--- src/rtl/exec_stage.sv ---
// Operand-issue/execute stage: regfile read with optional E-stage forwarding, E register to ALU, writeback one edge later.
// Latency: issue at edge N, writeback at edge N+1. Backpressure: in_ready drops only for a register hazard when FWD_EN=0.
module exec_stage #(
  parameter bit FWD_EN = 1'b1
) (
  input  logic        clk,
  input  logic        reset,
  input  logic        in_valid,
  output logic        in_ready,
  input  logic [3:0]  in_op,
  input  logic [3:0]  in_rd,
  input  logic [3:0]  in_ra,
  input  logic [3:0]  in_rb,
  input  logic        in_use_imm,
  input  logic [15:0] in_imm,
  output logic [3:0]  alu_op,
  output logic [31:0] alu_left,
  output logic [31:0] alu_right,
  input  logic [31:0] alu_out,
  output logic        wb_valid,
  output logic [3:0]  wb_rd,
  output logic [31:0] wb_data,
  input  logic [3:0]  dbg_ra,
  output logic [31:0] dbg_rdata
);

  logic [31:0] regfile [16];
  logic        e_valid;
  logic [3:0]  e_rd;
  logic        fire;
  logic        hazard;
  logic [31:0] opnd_a;
  logic [31:0] opnd_b;
  logic [31:0] imm_sext;

  // r0 is hardwired to zero, so it never forwards and never causes a hazard.
  always_comb begin
    opnd_a = regfile[in_ra];
    if (in_ra == 4'd0)
      opnd_a = '0;
    else if (FWD_EN && e_valid && (e_rd == in_ra))
      opnd_a = alu_out;

    opnd_b = regfile[in_rb];
    if (in_rb == 4'd0)
      opnd_b = '0;
    else if (FWD_EN && e_valid && (e_rd == in_rb))
      opnd_b = alu_out;

    imm_sext = {{16{in_imm[15]}}, in_imm};

    hazard = !FWD_EN && e_valid && (e_rd != 4'd0) &&
             ((e_rd == in_ra) || (!in_use_imm && (e_rd == in_rb)));
    in_ready = !hazard;
    fire     = in_valid && in_ready;
  end

  always_ff @(posedge clk or posedge reset) begin
    if (reset) begin
      e_valid   <= 1'b0;
      e_rd      <= '0;
      alu_op    <= '0;
      alu_left  <= '0;
      alu_right <= '0;
    end else begin
      e_valid <= fire;
      if (fire) begin
        e_rd      <= in_rd;
        alu_op    <= in_op;
        alu_left  <= opnd_a;
        alu_right <= in_use_imm ? imm_sext : opnd_b;
      end
    end
  end

  // wb_data is reported even for rd=0; only the regfile write is suppressed.
  always_ff @(posedge clk or posedge reset) begin
    if (reset) begin
      wb_valid <= 1'b0;
      wb_rd    <= '0;
      wb_data  <= '0;
      for (int i = 0; i < 16; i++)
        regfile[i] <= '0;
    end else if (e_valid) begin
      if (e_rd != 4'd0)
        regfile[e_rd] <= alu_out;
      wb_valid <= 1'b1;
      wb_rd    <= e_rd;
      wb_data  <= alu_out;
    end else begin
      wb_valid <= 1'b0;
    end
  end

  assign dbg_rdata = (dbg_ra == 4'd0) ? 32'd0 : regfile[dbg_ra];

endmodule

--- config.mk ---
export PLATFORM = sky130hd
export DESIGN_NAME = exec_stage
export DESIGN_NICKNAME = d
export VERILOG_FILES = /design/src/rtl/exec_stage.sv
export SDC_FILE = /design/constraint.sdc
export NUM_CORES = 2
export LEC_CHECK = 0
export BUFFER_PORTS_ARGS = -buffer_cell sky130_fd_sc_hd__buf_2
export CAP_MARGIN = 20
export CORE_ASPECT_RATIO = 2
export CORE_UTILIZATION = 56
export DETAILED_ROUTE_END_ITERATION = 8
export GPL_TIMING_DRIVEN = 1
export MAX_ROUTING_LAYER = met4
export PLACE_DENSITY = 0.77
export RECOVER_POWER = 25
export SLEW_MARGIN = 20
export SYNTH_ARGS = -nofsm -noshare
export SYNTH_HDL_FRONTEND = slang
export SYNTH_SLANG_ARGS = --single-unit
--- constraint.sdc ---
create_clock -name clk -period 20.7 [get_ports clk]
set_clock_uncertainty 0.1 [all_clocks]
set_input_delay 4.14 -clock clk [delete_from_list [all_inputs] [get_ports clk]]
set_output_delay 4.14 -clock clk [all_outputs]
set_load 0.01 [all_outputs]
==> results.txt <==
The flow ran to the end, but the final reports show violations. The checks that failed: DRC, capacitance limit, slew limit. The path with the worst hold slack has its endpoint at regfile[483]. In this run, the number of DRC markers left after iteration 0 of detailed routing was 2882. Type of the worst setup path: in -> out.

Once layout is complete, the cells apart from fillers number 3445. The maximum vdd drop is 0.0000951 V. The flip-flop and latch count after synthesis was 622.

Ranked by total cell area, the synthesized netlist is headed by sky130_fd_sc_hd__dfrtp_1 (43%), sky130_fd_sc_hd__mux4_2 (17%), sky130_fd_sc_hd__mux2_2 (13%). Across all layers, the routed design uses 25870 vias. Once routing completed, OpenROAD measured the worst setup slack at 8.93 ns. At the end of the flow, the number of nets in the layout was 2673.

The tools report the die footprint as 65200 um^2. Compared with the post-synthesis result, the final layout area differs by 8.66%. The root buffer cell chosen for the clock tree is sky130_fd_sc_hd__clkbuf_16.

Global-route congestion overflow total: 0. For the final routed database, the setup TNS stands at 0 ns. The netlist uses 49 different library cells.

For the pin with the worst max-slew slack, the measured transition is 2.03 ns. The worst-case setup slack after placement came out at 9.07 ns. The share of the synthesized area in the top cell type is 0.433. The tools report the deepest level of the CTS H-tree as 2. Category of the worst setup path capture point: a primary output. The run gives 4 as the number of antenna violations at the first check in global routing. The tools report the total global-route track usage as 0.377. Critical register-to-register path endpoint: alu_left[0]. After clock tree synthesis, the clock-pin slew on the worst setup and hold paths is 0.07 ns.

Row generation in the floorplan step produced 131 rows. The horizontal extent of the die was 181 um; the worst reg-to-reg path cell count was 6. The count of final hold-check violations is 0, and the post-route minimum period is 11.77 ns. For the worst setup path, the data arrival time is 7.53 ns. Cell internal power was estimated by the tool at 3.04 mW.

The fraction of the yosys area taken by sequential cells is 0.433, and the number of CTS-inserted buffers is 57. The max-slew violation count is 28, and the number of cells after detailed placement is 3339. The post-route DRC violation count came out at 1. At the end of routability-driven placement, the weighted congestion stood at 0.905. Counting instances, the worst hold path has a depth of 0. The average routed wire per standard cell is 34.0 um, and the share of the clock period used by the worst path after layout is 0.569.

The number of nets with antenna violations after detailed routing was 0. Setup repair after global routing left no endpoint under its margin. The startpoint kind of the worst setup timing path was an input pin. Dividing the detail-routed via count by the number of cells gives 7.51. The setup slack on the worst flop-to-flop path is 15.98 ns, and the count of pins on the block boundary is 210. Switching power of the nets: 1.44 mW. The hold buffer count at cts came out at 0.

The logs give 27311 for the via count of the first global-routing pass and 622 for the number of clock sinks seen by CTS. The number of buffers added on ports works out to 208. The count of filler cells inserted in the layout came out at 4832. The run gives 0.64 ns as the clock latency of the later-clocked register in the worst-skew pair. Setup violations remaining at the end of the flow were counted as 0.

The total number of yosys warnings is 0, and the average instance area after synthesis is 13.9 um^2. Measured along the y axis, the die boundary spans 360 um. The worst min-delay path category is reg -> reg. The max-cap violation count was 1; the highest fanout seen on the critical path was 44. Summed over all cells, the static leakage comes to 16.3 nW. The mapped netlist covers 35900 um^2. Entering global routing, the biggest net connects 190 pins. The switching part of the total power was 0.322. The startpoint identified for the worst hold timing path is regfile[483].

The maximum root-to-sink buffer count was 3; the final routed wirelength across all metal layers was 117000 um. The pre-antenna-repair detailed-routing pass consisted of 7 iterations. The first global-routing pass estimated 176000 um of wire. The core region is 63600 um^2. The startpoint identified for the worst register-to-register timing path is e_valid.

The cell count after synthesis came out at 2579. Number of buffers inserted to repair setup after CTS: 0. TritonCTS built the clock tree. Of all cell types, the one taking the most synthesized area is sky130_fd_sc_hd__dfrtp_1. The logs give 0.296 for the part of the total power dissipated in combinational logic and -0.352 for the worst max-slew margin expressed relative to the limit. For the power share of the clock group, the log shows 0.252. On the final layout, the worst hold slack is 0.331 ns. The run gives 70200 um as the placed wire-length estimate. The share of layout cells above drive strength 1 works out to 0.411. Derived from the worst setup path, the maximum achievable clock frequency is 85.0 MHz.

The count of instances resized after the clock tree is built is 0, and the critical path data required time is 16.46 ns. The power density normalized to cell area works out to 115 nW/um^2. The number of nets in the synthesized netlist is 2651.

For the effective utilization at floorplan, the log shows 0.565. The part of the power in registers was 0.452.
[worst max-delay path, cell delays in order]
cell	delay, ns
sky130_fd_sc_hd__buf_4	0.31
sky130_fd_sc_hd__buf_4	0.74
sky130_fd_sc_hd__buf_4	0.67
sky130_fd_sc_hd__mux4_2	0.31
sky130_fd_sc_hd__nor2b_1	0.14
sky130_fd_sc_hd__a211oi_1	0.08
sky130_fd_sc_hd__a211oi_1	0.74
sky130_fd_sc_hd__buf_2	0.27
[layout make-up]
class                   count  area (um^2)  area share
inverters                   2         11.3    0.000289
multi-input cells        1649        18900       0.485
repair buffers            269         1550      0.0397
clock buffers              82         1700      0.0436
well taps                 798          998      0.0256
flip-flops and latches    622        15600       0.399
diodes                      3         7.51    0.000192
clock inverters            20          250     0.00641
[synth_stat cells, drive strengths merged]
cell	number
a211oi	111
a21oi	66
a221o	32
a221oi	1
a22oi	81
a31oi	17
and2	4
and3	29
buf	168
clkbuf	138
conb	1
dfrtp	622
inv	2
mux2	541
mux2i	266
mux4	275
nand2	18
nand2b	4
nand3	2
nand3b	3
nor2	28
nor2b	36
nor3	2
nor4	2
o2111a	1
o21ai	33
o21bai	2
o22ai	28
o311ai	17
o31ai	14
o41ai	1
or2	17
or3	7
or3b	2
xnor2	2
xor2	6
[layer usage]
metal	GRT usage	vias up	wire length (um)
li1	-	10088	-
met1	0.426	13358	39000
met2	0.592	1806	57200
met3	0.0725	618	10700
met4	0.284	0	10400
met5	-	-	0
[power groups by stage]
stage          Combinational (mW)  Sequential, mW  Clock, mW
3_3_place_gp                 1.26            1.97          0
4_1_cts                      1.32            2.00       1.13
3_5_place_dp                 1.31            2.02          0
5_1_grt                      1.41            2.07       1.18
6_report                     1.33            2.03       1.13
2_1_floorplan                1.03            1.89          0
[registers in the layout, indices dropped and copies added (netlist names)]
| signal | count |
|---|---|
| regfile | 512 |
| alu_left | 32 |
| alu_right | 32 |
| wb_data | 32 |
| alu_op | 4 |
| e_rd | 4 |
| wb_rd | 4 |
| e_valid | 1 |
| wb_valid | 1 |
[worst max-delay path by stage]
| stage | end | cells past startpoint | slack, ns | from |
|---|---|---|---|---|
| 6_report | dbg_rdata[26] | 8 | 8.93 | dbg_ra[1] |
| 5_1_grt | dbg_rdata[18] | 7 | 8.91 | dbg_ra[0] |
| 4_1_cts | dbg_rdata[26] | 8 | 9.06 | dbg_ra[1] |
| 3_5_place_dp | dbg_rdata[26] | 8 | 9.07 | dbg_ra[1] |
| 3_3_place_gp | dbg_rdata[26] | 8 | 9.06 | dbg_ra[1] |
| 2_1_floorplan | alu_left[0] | 1 | 7.97 | reset |
[stage by stage]
| step | instance area (um^2) | total power, mW | util |
|---|---|---|---|
| after floorplan | 35900 | 2.92 | - |
| after global placement | 37100 | 3.24 | 0.583 |
| after detailed placement | 37100 | 3.34 | 0.583 |
| after CTS | 39000 | 4.46 | 0.614 |
| after global routing | 39000 | 4.66 | 0.614 |
| final | 39000 | 4.48 | 0.614 |
[placed cells by master (no fill, tap or decap), types with 3 or more instances in the layout]
cell type / instances
sky130_fd_sc_hd__nand2_1: 18
sky130_fd_sc_hd__o311ai_1: 7
sky130_fd_sc_hd__clkbuf_16: 59
sky130_fd_sc_hd__mux4_2: 275
sky130_fd_sc_hd__o21ai_0: 23
sky130_fd_sc_hd__o31ai_2: 9
sky130_fd_sc_hd__a21oi_1: 66
sky130_fd_sc_hd__nor2_1: 18
sky130_fd_sc_hd__clkinvlp_4: 4
sky130_fd_sc_hd__buf_2: 174
sky130_fd_sc_hd__diode_2: 3
sky130_fd_sc_hd__a31oi_1: 16
sky130_fd_sc_hd__mux2_2: 422
sky130_fd_sc_hd__nor2_4: 10
sky130_fd_sc_hd__clkbuf_8: 15
sky130_fd_sc_hd__mux2i_1: 266
sky130_fd_sc_hd__o22ai_1: 28
sky130_fd_sc_hd__a22oi_1: 81
sky130_fd_sc_hd__buf_4: 63
sky130_fd_sc_hd__bufinv_16: 5
sky130_fd_sc_hd__or3_2: 5
sky130_fd_sc_hd__and3_1: 29
sky130_fd_sc_hd__dfrtp_1: 622
sky130_fd_sc_hd__mux2_1: 119
sky130_fd_sc_hd__a221o_1: 32
sky130_fd_sc_hd__o311ai_0: 10
sky130_fd_sc_hd__clkinv_2: 8
sky130_fd_sc_hd__or2_2: 17
sky130_fd_sc_hd__nand2b_1: 4
sky130_fd_sc_hd__o21ai_1: 10
sky130_fd_sc_hd__o31ai_1: 5
sky130_fd_sc_hd__a211oi_1: 111
sky130_fd_sc_hd__nor2b_1: 34
sky130_fd_sc_hd__clkbuf_1: 35
sky130_fd_sc_hd__xor2_1: 6
[cell families (layout without fill, tap and decap cells)]
family | after synthesis | count (layout) | share of synthesized area
multiplexers | 1082 | 1082 | 0.416
XOR/XNOR | 8 | 8 | 0.00195
buffers and inverters | 308 | 373 | 0.0432
AO/OA/AOI/OAI | 404 | 404 | 0.0808
flip-flops | 622 | 622 | 0.433
other | 1 | 4 | 0.000104
AND/OR/NAND/NOR | 154 | 154 | 0.0244
Power figures use the tool's default switching activity.
